<file path="config.mk">
export PLATFORM = sky130hd
export DESIGN_NAME = qspi_rom_reader
export DESIGN_NICKNAME = d
export VERILOG_FILES = /design/src/rtl/qspi_rom_reader.sv
export SDC_FILE = /design/constraint.sdc
export NUM_CORES = 1
export LEC_CHECK = 0
export CORE_MARGIN = 10
export CORE_UTILIZATION = 59
export DETAILED_ROUTE_END_ITERATION = 16
export HOLD_SLACK_MARGIN = 0.02
export PLACE_DENSITY = 0.8
export SYNTH_ARGS = -nofsm -noshare
export SYNTH_HDL_FRONTEND = slang
export SYNTH_SLANG_ARGS = --single-unit
</file>
<file path="constraint.sdc">
create_clock -name clk -period 3.55 [get_ports clk]
set_input_delay 0.71 -clock clk [delete_from_list [all_inputs] [get_ports clk]]
set_output_delay 0.71 -clock clk [all_outputs]
set_load 0.005 [all_outputs]
</file>
<file path="src/rtl/qspi_rom_reader.sv">
// Host-side QSPI read controller. It sends command, address and dummy cycles,
// then samples two data nibbles per byte. While reads stay sequential the
// device stays selected and sclk is simply paused, so later bytes stream out
// without a new command.
module qspi_rom_reader #(
  parameter int          ADDR_BITS     = 24,
  parameter logic [7:0]  CMD_BYTE      = 8'hEB,
  parameter int          DUMMY_CYCLES  = 7,
  parameter int          SCLK_HALF     = 2,
  parameter int          DESELECT_CLKS = 4
) (
  input  logic                 clk,
  input  logic                 rst_n,
  input  logic                 i_req,
  input  logic [ADDR_BITS-1:0] i_addr,
  output logic                 o_ready,
  output logic                 o_data_valid,
  output logic [7:0]           o_data,
  output logic                 o_qspi_sclk,
  output logic                 o_qspi_select,
  output logic [3:0]           o_qspi_io_out,
  output logic                 o_qspi_io_oe,
  input  logic [3:0]           i_qspi_io_in
);

  typedef enum logic [2:0] {
    ST_IDLE  = 3'd0,
    ST_CMD   = 3'd1,
    ST_ADDR  = 3'd2,
    ST_DUMMY = 3'd3,
    ST_DATA  = 3'd4,
    ST_HOLD  = 3'd5,
    ST_DESEL = 3'd6
  } state_t;

  localparam int NIBS = ADDR_BITS / 4;
  localparam int TW   = 8 + ADDR_BITS;
  localparam int PW   = $clog2(2 * SCLK_HALF);
  localparam int CW   = 8;

  state_t               r_state, w_state_next;
  logic [PW-1:0]        r_ph;
  logic [CW-1:0]        r_cnt, r_dcnt;
  logic                 r_wait, r_pending, r_nvalid;
  logic [ADDR_BITS-1:0] r_addr, r_next_addr;
  logic [TW-1:0]        r_tx;
  logic [7:0]           r_rx, r_data;
  logic                 r_ready, r_valid, r_sclk, r_select, r_oe;
  logic [3:0]           r_io_out;
  logic                 w_active, w_run, w_rise, w_samp, w_fall, w_accept, w_seq;

  // Phase decode: r_wait inserts one settle clk after select falls or a
  // streamed read is accepted, before the first low phase begins.
  assign w_active = (r_state == ST_CMD) || (r_state == ST_ADDR) ||
                    (r_state == ST_DUMMY) || (r_state == ST_DATA);
  assign w_run    = w_active && !r_wait;
  assign w_rise   = w_run && (r_ph == PW'(SCLK_HALF - 1));
  assign w_samp   = w_run && (r_ph == PW'(2 * SCLK_HALF - 2));
  assign w_fall   = w_run && (r_ph == PW'(2 * SCLK_HALF - 1));
  assign w_accept = i_req && r_ready;
  assign w_seq    = r_nvalid && (i_addr == r_next_addr);

  assign o_ready       = r_ready;
  assign o_data_valid  = r_valid;
  assign o_data        = r_data;
  assign o_qspi_sclk   = r_sclk;
  assign o_qspi_select = r_select;
  assign o_qspi_io_out = r_io_out;
  assign o_qspi_io_oe  = r_oe;

  // State register.
  always_ff @(posedge clk or negedge rst_n) begin
    if (!rst_n) r_state <= ST_IDLE;
    else        r_state <= w_state_next;
  end

  // Next-state logic; phase transitions happen on the sclk falling edge.
  always_comb begin
    w_state_next = r_state;
    case (r_state)
      ST_IDLE:  if (w_accept) w_state_next = ST_CMD; else w_state_next = ST_IDLE;
      ST_CMD:   if (w_fall && r_cnt == CW'(7)) w_state_next = ST_ADDR;
                else w_state_next = ST_CMD;
      ST_ADDR:  if (w_fall && r_cnt == CW'(NIBS - 1)) w_state_next = ST_DUMMY;
                else w_state_next = ST_ADDR;
      ST_DUMMY: if (w_fall && r_cnt == CW'(DUMMY_CYCLES - 1)) w_state_next = ST_DATA;
                else w_state_next = ST_DUMMY;
      ST_DATA:  if (w_fall && r_cnt == CW'(1)) w_state_next = ST_HOLD;
                else w_state_next = ST_DATA;
      ST_HOLD: begin
        if (w_accept) w_state_next = w_seq ? ST_DATA : ST_DESEL;
        else          w_state_next = ST_HOLD;
      end
      ST_DESEL: begin
        if (r_dcnt == CW'(DESELECT_CLKS - 1)) w_state_next = r_pending ? ST_CMD : ST_IDLE;
        else                                  w_state_next = ST_DESEL;
      end
      default:  w_state_next = ST_IDLE;
    endcase
  end

  // Datapath: sclk generation, command/address shifting, nibble capture and
  // the host-side handshake.
  always_ff @(posedge clk or negedge rst_n) begin
    if (!rst_n) begin
      r_ph        <= '0;
      r_cnt       <= '0;
      r_dcnt      <= '0;
      r_wait      <= 1'b0;
      r_pending   <= 1'b0;
      r_nvalid    <= 1'b0;
      r_addr      <= '0;
      r_next_addr <= '0;
      r_tx        <= '0;
      r_rx        <= 8'h00;
      r_data      <= 8'h00;
      r_ready     <= 1'b1;
      r_valid     <= 1'b0;
      r_sclk      <= 1'b0;
      r_select    <= 1'b1;
      r_oe        <= 1'b0;
      r_io_out    <= 4'h0;
    end else begin
      r_valid  <= 1'b0;
      r_wait   <= ((w_state_next == ST_CMD) && (r_state != ST_CMD)) ||
                  ((w_state_next == ST_DATA) && (r_state == ST_HOLD));
      r_select <= (w_state_next == ST_IDLE) || (w_state_next == ST_DESEL);

      if (w_run) r_ph <= w_fall ? '0 : r_ph + PW'(1);
      else       r_ph <= '0;

      if (w_state_next != r_state) r_cnt <= '0;
      else if (w_fall)             r_cnt <= r_cnt + CW'(1);

      if (r_state == ST_DESEL) r_dcnt <= r_dcnt + CW'(1);
      else                     r_dcnt <= '0;

      if (w_rise)                  r_sclk <= 1'b1;
      else if (w_fall || !w_active) r_sclk <= 1'b0;

      // io only changes on the edge that raises sclk
      if (w_accept) begin
        r_ready   <= 1'b0;
        r_addr    <= i_addr;
        r_tx      <= {CMD_BYTE, i_addr};
        r_pending <= (r_state == ST_HOLD) && !w_seq;
        r_nvalid  <= (r_state == ST_HOLD) && w_seq;
      end else if (w_rise) begin
        case (r_state)
          ST_CMD: begin
            r_io_out <= {3'b000, r_tx[TW-1]};
            r_oe     <= 1'b1;
            r_tx     <= {r_tx[TW-2:0], 1'b0};
          end
          ST_ADDR: begin
            r_io_out <= r_tx[TW-1 -: 4];
            r_oe     <= 1'b1;
            r_tx     <= {r_tx[TW-5:0], 4'b0000};
          end
          default: begin
            r_io_out <= 4'h0;
            r_oe     <= 1'b0;
          end
        endcase
      end

      if ((r_state == ST_DATA) && w_samp) r_rx <= {r_rx[3:0], i_qspi_io_in};

      if ((r_state == ST_DATA) && (w_state_next == ST_HOLD)) begin
        r_data      <= r_rx;
        r_valid     <= 1'b1;
        r_ready     <= 1'b1;
        r_next_addr <= r_addr + ADDR_BITS'(1);
        r_nvalid    <= 1'b1;
      end

      if ((r_state == ST_DESEL) && (w_state_next != ST_DESEL)) begin
        r_pending <= 1'b0;
        r_ready   <= (w_state_next == ST_IDLE);
      end
    end
  end

endmodule
</file>
==> results by group <==
Timing
  • Worst hold slack across all endpoints: 0.2250 ns
  • Unrepaired setup endpoints after global routing: false
  • Worst slew margin relative to its limit: 0.3759
  • Aggregate negative setup slack: 0 ns
  • Number of hold-slack violations in the final timing report: 0
  • Part of the cycle the worst path needs: 0.9096
  • Final Critical Period: 3.229 ns
  • Max Clock Freq: 0.3097 GHz
  • Count of final setup violators: 0
  • Final setup skew: a little over 0.01 ns
  • Worst Max-Slew Pin Slew: 0.9362 ns
  • Final count of pins violating max slew: 0

Pwr
  • Power per Cell Area: ~460 nW/um^2
  • Leakage Power: 3.697 nW
  • Max VDD drop: 296.8 uV

Synth
  • Seq/Total Area, Yosys: 0.4955
  • Post-synth top area share: 0.4874
  • Warnings, synthesis: 0
  • Dominant cells by area after synthesis: sky130_fd_sc_hd__dfrtp_1 49%, sky130_fd_sc_hd__nand2_1 5.8%, sky130_fd_sc_hd__xnor2_1 5.5%
  • Synth Net Count: 669
  • Cell count after synthesis: 630
  • Number of flops mapped to enable cells by yosys: 0
  • Post-synth design cell area: between 6000 and 7000 um^2
  • Library cells used by synthesis: 54
  • Total of flip-flops plus latches after synthesis: 129
  • Average cell area after synthesis: 10.35 um^2
  • Ys flop type: sky130_fd_sc_hd__dfrtp_1
  • Dominant cell by count in the synthesized netlist: sky130_fd_sc_hd__dfrtp_1
  • Library cell occupying the most area in the post-synthesis netlist: sky130_fd_sc_hd__dfrtp_1
  • Share of async-settable or async-resettable flops after synthesis: 1.000
  • Synth cell count leaders: 127 x sky130_fd_sc_hd__dfrtp_1, 100 x sky130_fd_sc_hd__nand2_1, 42 x sky130_fd_sc_hd__nor2_1

Final layout
  • P&R area growth vs syn: 17.48%
  • Fraction of layout instances using a drive strength above 1: 0.1270
  • Final std cells w/o fill: 825
  • Antenna cells: 0
  • Layout fillers: 775
  • Final non-filler cell area: between 7000 and 8000 um^2
  • Net count, final: 711

Clock network
  • Total number of clock tree sinks: roughly 130
  • Clk Tree Root Cell: sky130_fd_sc_hd__clkbuf_8
  • Clock tree from TritonCTS: yes
  • Clock Tree Buf Depth: 2
  • CTS HTree Levels: 4
  • Clock edge transition at the registers on the reported setup and hold paths: 0.06 ns
  • Total CTS buffers: 17
  • Hold_buf cts: 0
  • Quantity of gates resized following cts: 0
  • Latest clock arrival within the worst-skew pair: approximately 0.54 ns
  • Setup repair bufs after CTS: 0

Flow run
  • Max cap viols: 0

Global routing
  • Number of antenna violations at the first check in global routing: 0
  • Layer carrying the most global-route usage: met2
  • Via count of the first global-routing pass: 4812
  • Met3 GRT Util: 0.04098
  • Met1 usage: 0.2434
  • Wire length of the first global-routing pass: 24780 um
  • Maximum number of pins on one net before global-route repair: roughly 60
  • Global-route congestion overflow total: 0
  • Global routing met2 resource utilization: 0.3153
  • Total routing resource utilization after global routing: 0.1920

Floorplan
  • Die span in y: 125.1 um
  • Number of placed I/O pins: 48
  • Initial Utilization: 0.6015
  • Die X: between 100 and 150 um
  • Count of standard-cell rows: 38
  • Core region area: approximately 11000 um^2
  • Total Die Area: 15660 um^2

Worst setup path
  • R2r setup slk: 0.32 ns
  • Critical Path Source: r_state[0]
  • CP Depth: 6
  • Nature of the critical path startpoint: flop
  • Critical path, cell by cell: nor3_1 -> or4b_1 -> or4_4 -> a21o_1 -> inv_12 -> mux2_2
  • Top Family by Delay on Critical Path: simple AND/OR/NAND/NOR gates
  • CP max FO: 27
  • Worst Path Class, Setup: flop to flop
  • Category of the worst setup path capture point: flop
  • Critical path arrival: 3.65 ns
  • Termination of the worst setup path: r_next_addr[3]
  • Depth of the most critical reg-to-reg path: 6
  • Reg2reg start: r_state[0]
  • Count of buffering cells on the critical path with inverters included: 1
  • Crit path max-delay cell type: sky130_fd_sc_hd__dfrtp_1
  • Required @ worst endpoint: 3.97 ns
  • Capture instance of the worst register-to-register path: r_next_addr[3]
  • Peak per-stage delay on the critical path: 0.64 ns

Placement
  • Cell area reported after detailed placement: 7066 um^2
  • HPWL reported at the end of detailed placement: 10270 um
  • PortBufs: 47
  • Inst Count DP: 793
  • Routability cong.: between 0.8 and 0.9

Routing
  • Remaining antenna violation count: 0
  • Wire length per cell after detailed routing: around 18 um
  • Via density: 5.816
  • Residual DRC count: 0
  • First DRT Iteration DRCs: 420
  • Total number of vias: 4798
  • Number of iterations in the first detailed-routing pass: 5
  • Wire length after detailed routing: 14870 um

Worst hold path
  • Class of the tightest hold or removal check: input pin to async pin

Run status
  • Result of the run: finished clean
logic make-up after synthesis:
kind of cell    count (synthesis)  synth area share
buf+inv                        42           0.03358
compound gates                 92           0.08540
xor+xnor                       60           0.08060
simple gates                  229            0.1637
mux                            70            0.1259
flops                         129            0.4955
fa+ha+maj                       8           0.01535
where the power goes:
group,switching [mW],leakage (nW),internal (mW)
logic,0.0915,1.71,0.0959
clock network,0.663,0.285,1.09
registers,0.0572,1.70,1.53
registers in the layout, summed over array words and instances, names as in the netlist:
register	cells
r_tx	32
r_addr	24
r_next_addr	24
o_data	8
r_cnt	8
r_dcnt	8
r_rx	8
o_qspi_io_out	4
r_state	3
r_ph	2
o_data_valid	1
o_qspi_io_oe	1
o_qspi_sclk	1
o_qspi_select	1
o_ready	1
r_nvalid	1
r_pending	1
r_wait	1
stage by stage:
step                setup WS, ns  power, mW  utilization
floorplan                 0.7478      1.676            -
global placement          0.4203      1.782       0.6518
detailed placement        0.3518      1.795       0.6518
CTS                       0.3444      3.538       0.7066
global route              0.1774      3.635       0.7066
finish                    0.3210      3.525       0.7066
cell type report:
type | count | area (um^2) | area share
multi-input cells | 459 | 3077 | 0.4017
inverters | 12 | 57.56 | 0.007514
well taps | 140 | 175.2 | 0.02287
repair buffers | 53 | 525.5 | 0.06860
clock buffers | 20 | 435.4 | 0.05684
clock inverters | 12 | 158.9 | 0.02074
flip-flops and latches | 129 | 3231 | 0.4218
placed cells by master (no fill, tap or decap), types with 19 or more instances in the layout:
master | netlist | routed
sky130_fd_sc_hd__dfrtp_1 | 127 | 127
sky130_fd_sc_hd__nand2_1 | 100 | 100
sky130_fd_sc_hd__clkdlybuf4s50_1 | 0 | 46
sky130_fd_sc_hd__nor2_1 | 42 | 42
sky130_fd_sc_hd__xnor2_1 | 41 | 41
sky130_fd_sc_hd__a21oi_1 | 33 | 33
sky130_fd_sc_hd__mux2i_1 | 31 | 31
sky130_fd_sc_hd__o21ai_0 | 28 | 28
sky130_fd_sc_hd__mux2_2 | 20 | 20
sky130_fd_sc_hd__xor2_1 | 19 | 19
sky130_fd_sc_hd__mux2_4 | 19 | 19
worst reg2reg max path: cells and delay by family, from the launching register on:
family	cells	cell delay, ns
AOI/OAI and AO/OA	1	0.40
buffers and inverters	1	0.27
DFF	1	0.64
muxes	1	0.37
and+or+nand+nor	3	1.43
per-layer routing:
layer / vias up / wire length [um]
met4: 0 / 268
met5: - / 0
li1: 2272 / -
met2: 116 / 7461
met3: 27 / 665
met1: 2383 / 6474
worst min-delay path by stage:
| stage | slack, ns | startpoint | end | depth (start not counted) |
|---|---|---|---|---|
| floorplan | 0.41 | rst_n | o_data[0] | 0 |
| global placement | 0.46 | o_qspi_io_out[2] | o_qspi_io_out[2] | 2 |
| detailed placement | 0.47 | o_qspi_io_out[2] | o_qspi_io_out[2] | 2 |
| CTS | 0.24 | rst_n | r_tx[6] | 1 |
| global route | 0.27 | rst_n | o_qspi_io_out[3] | 1 |
| finish | 0.22 | rst_n | o_qspi_io_out[1] | 1 |
Note: power is estimated with default switching activity, not from simulation.
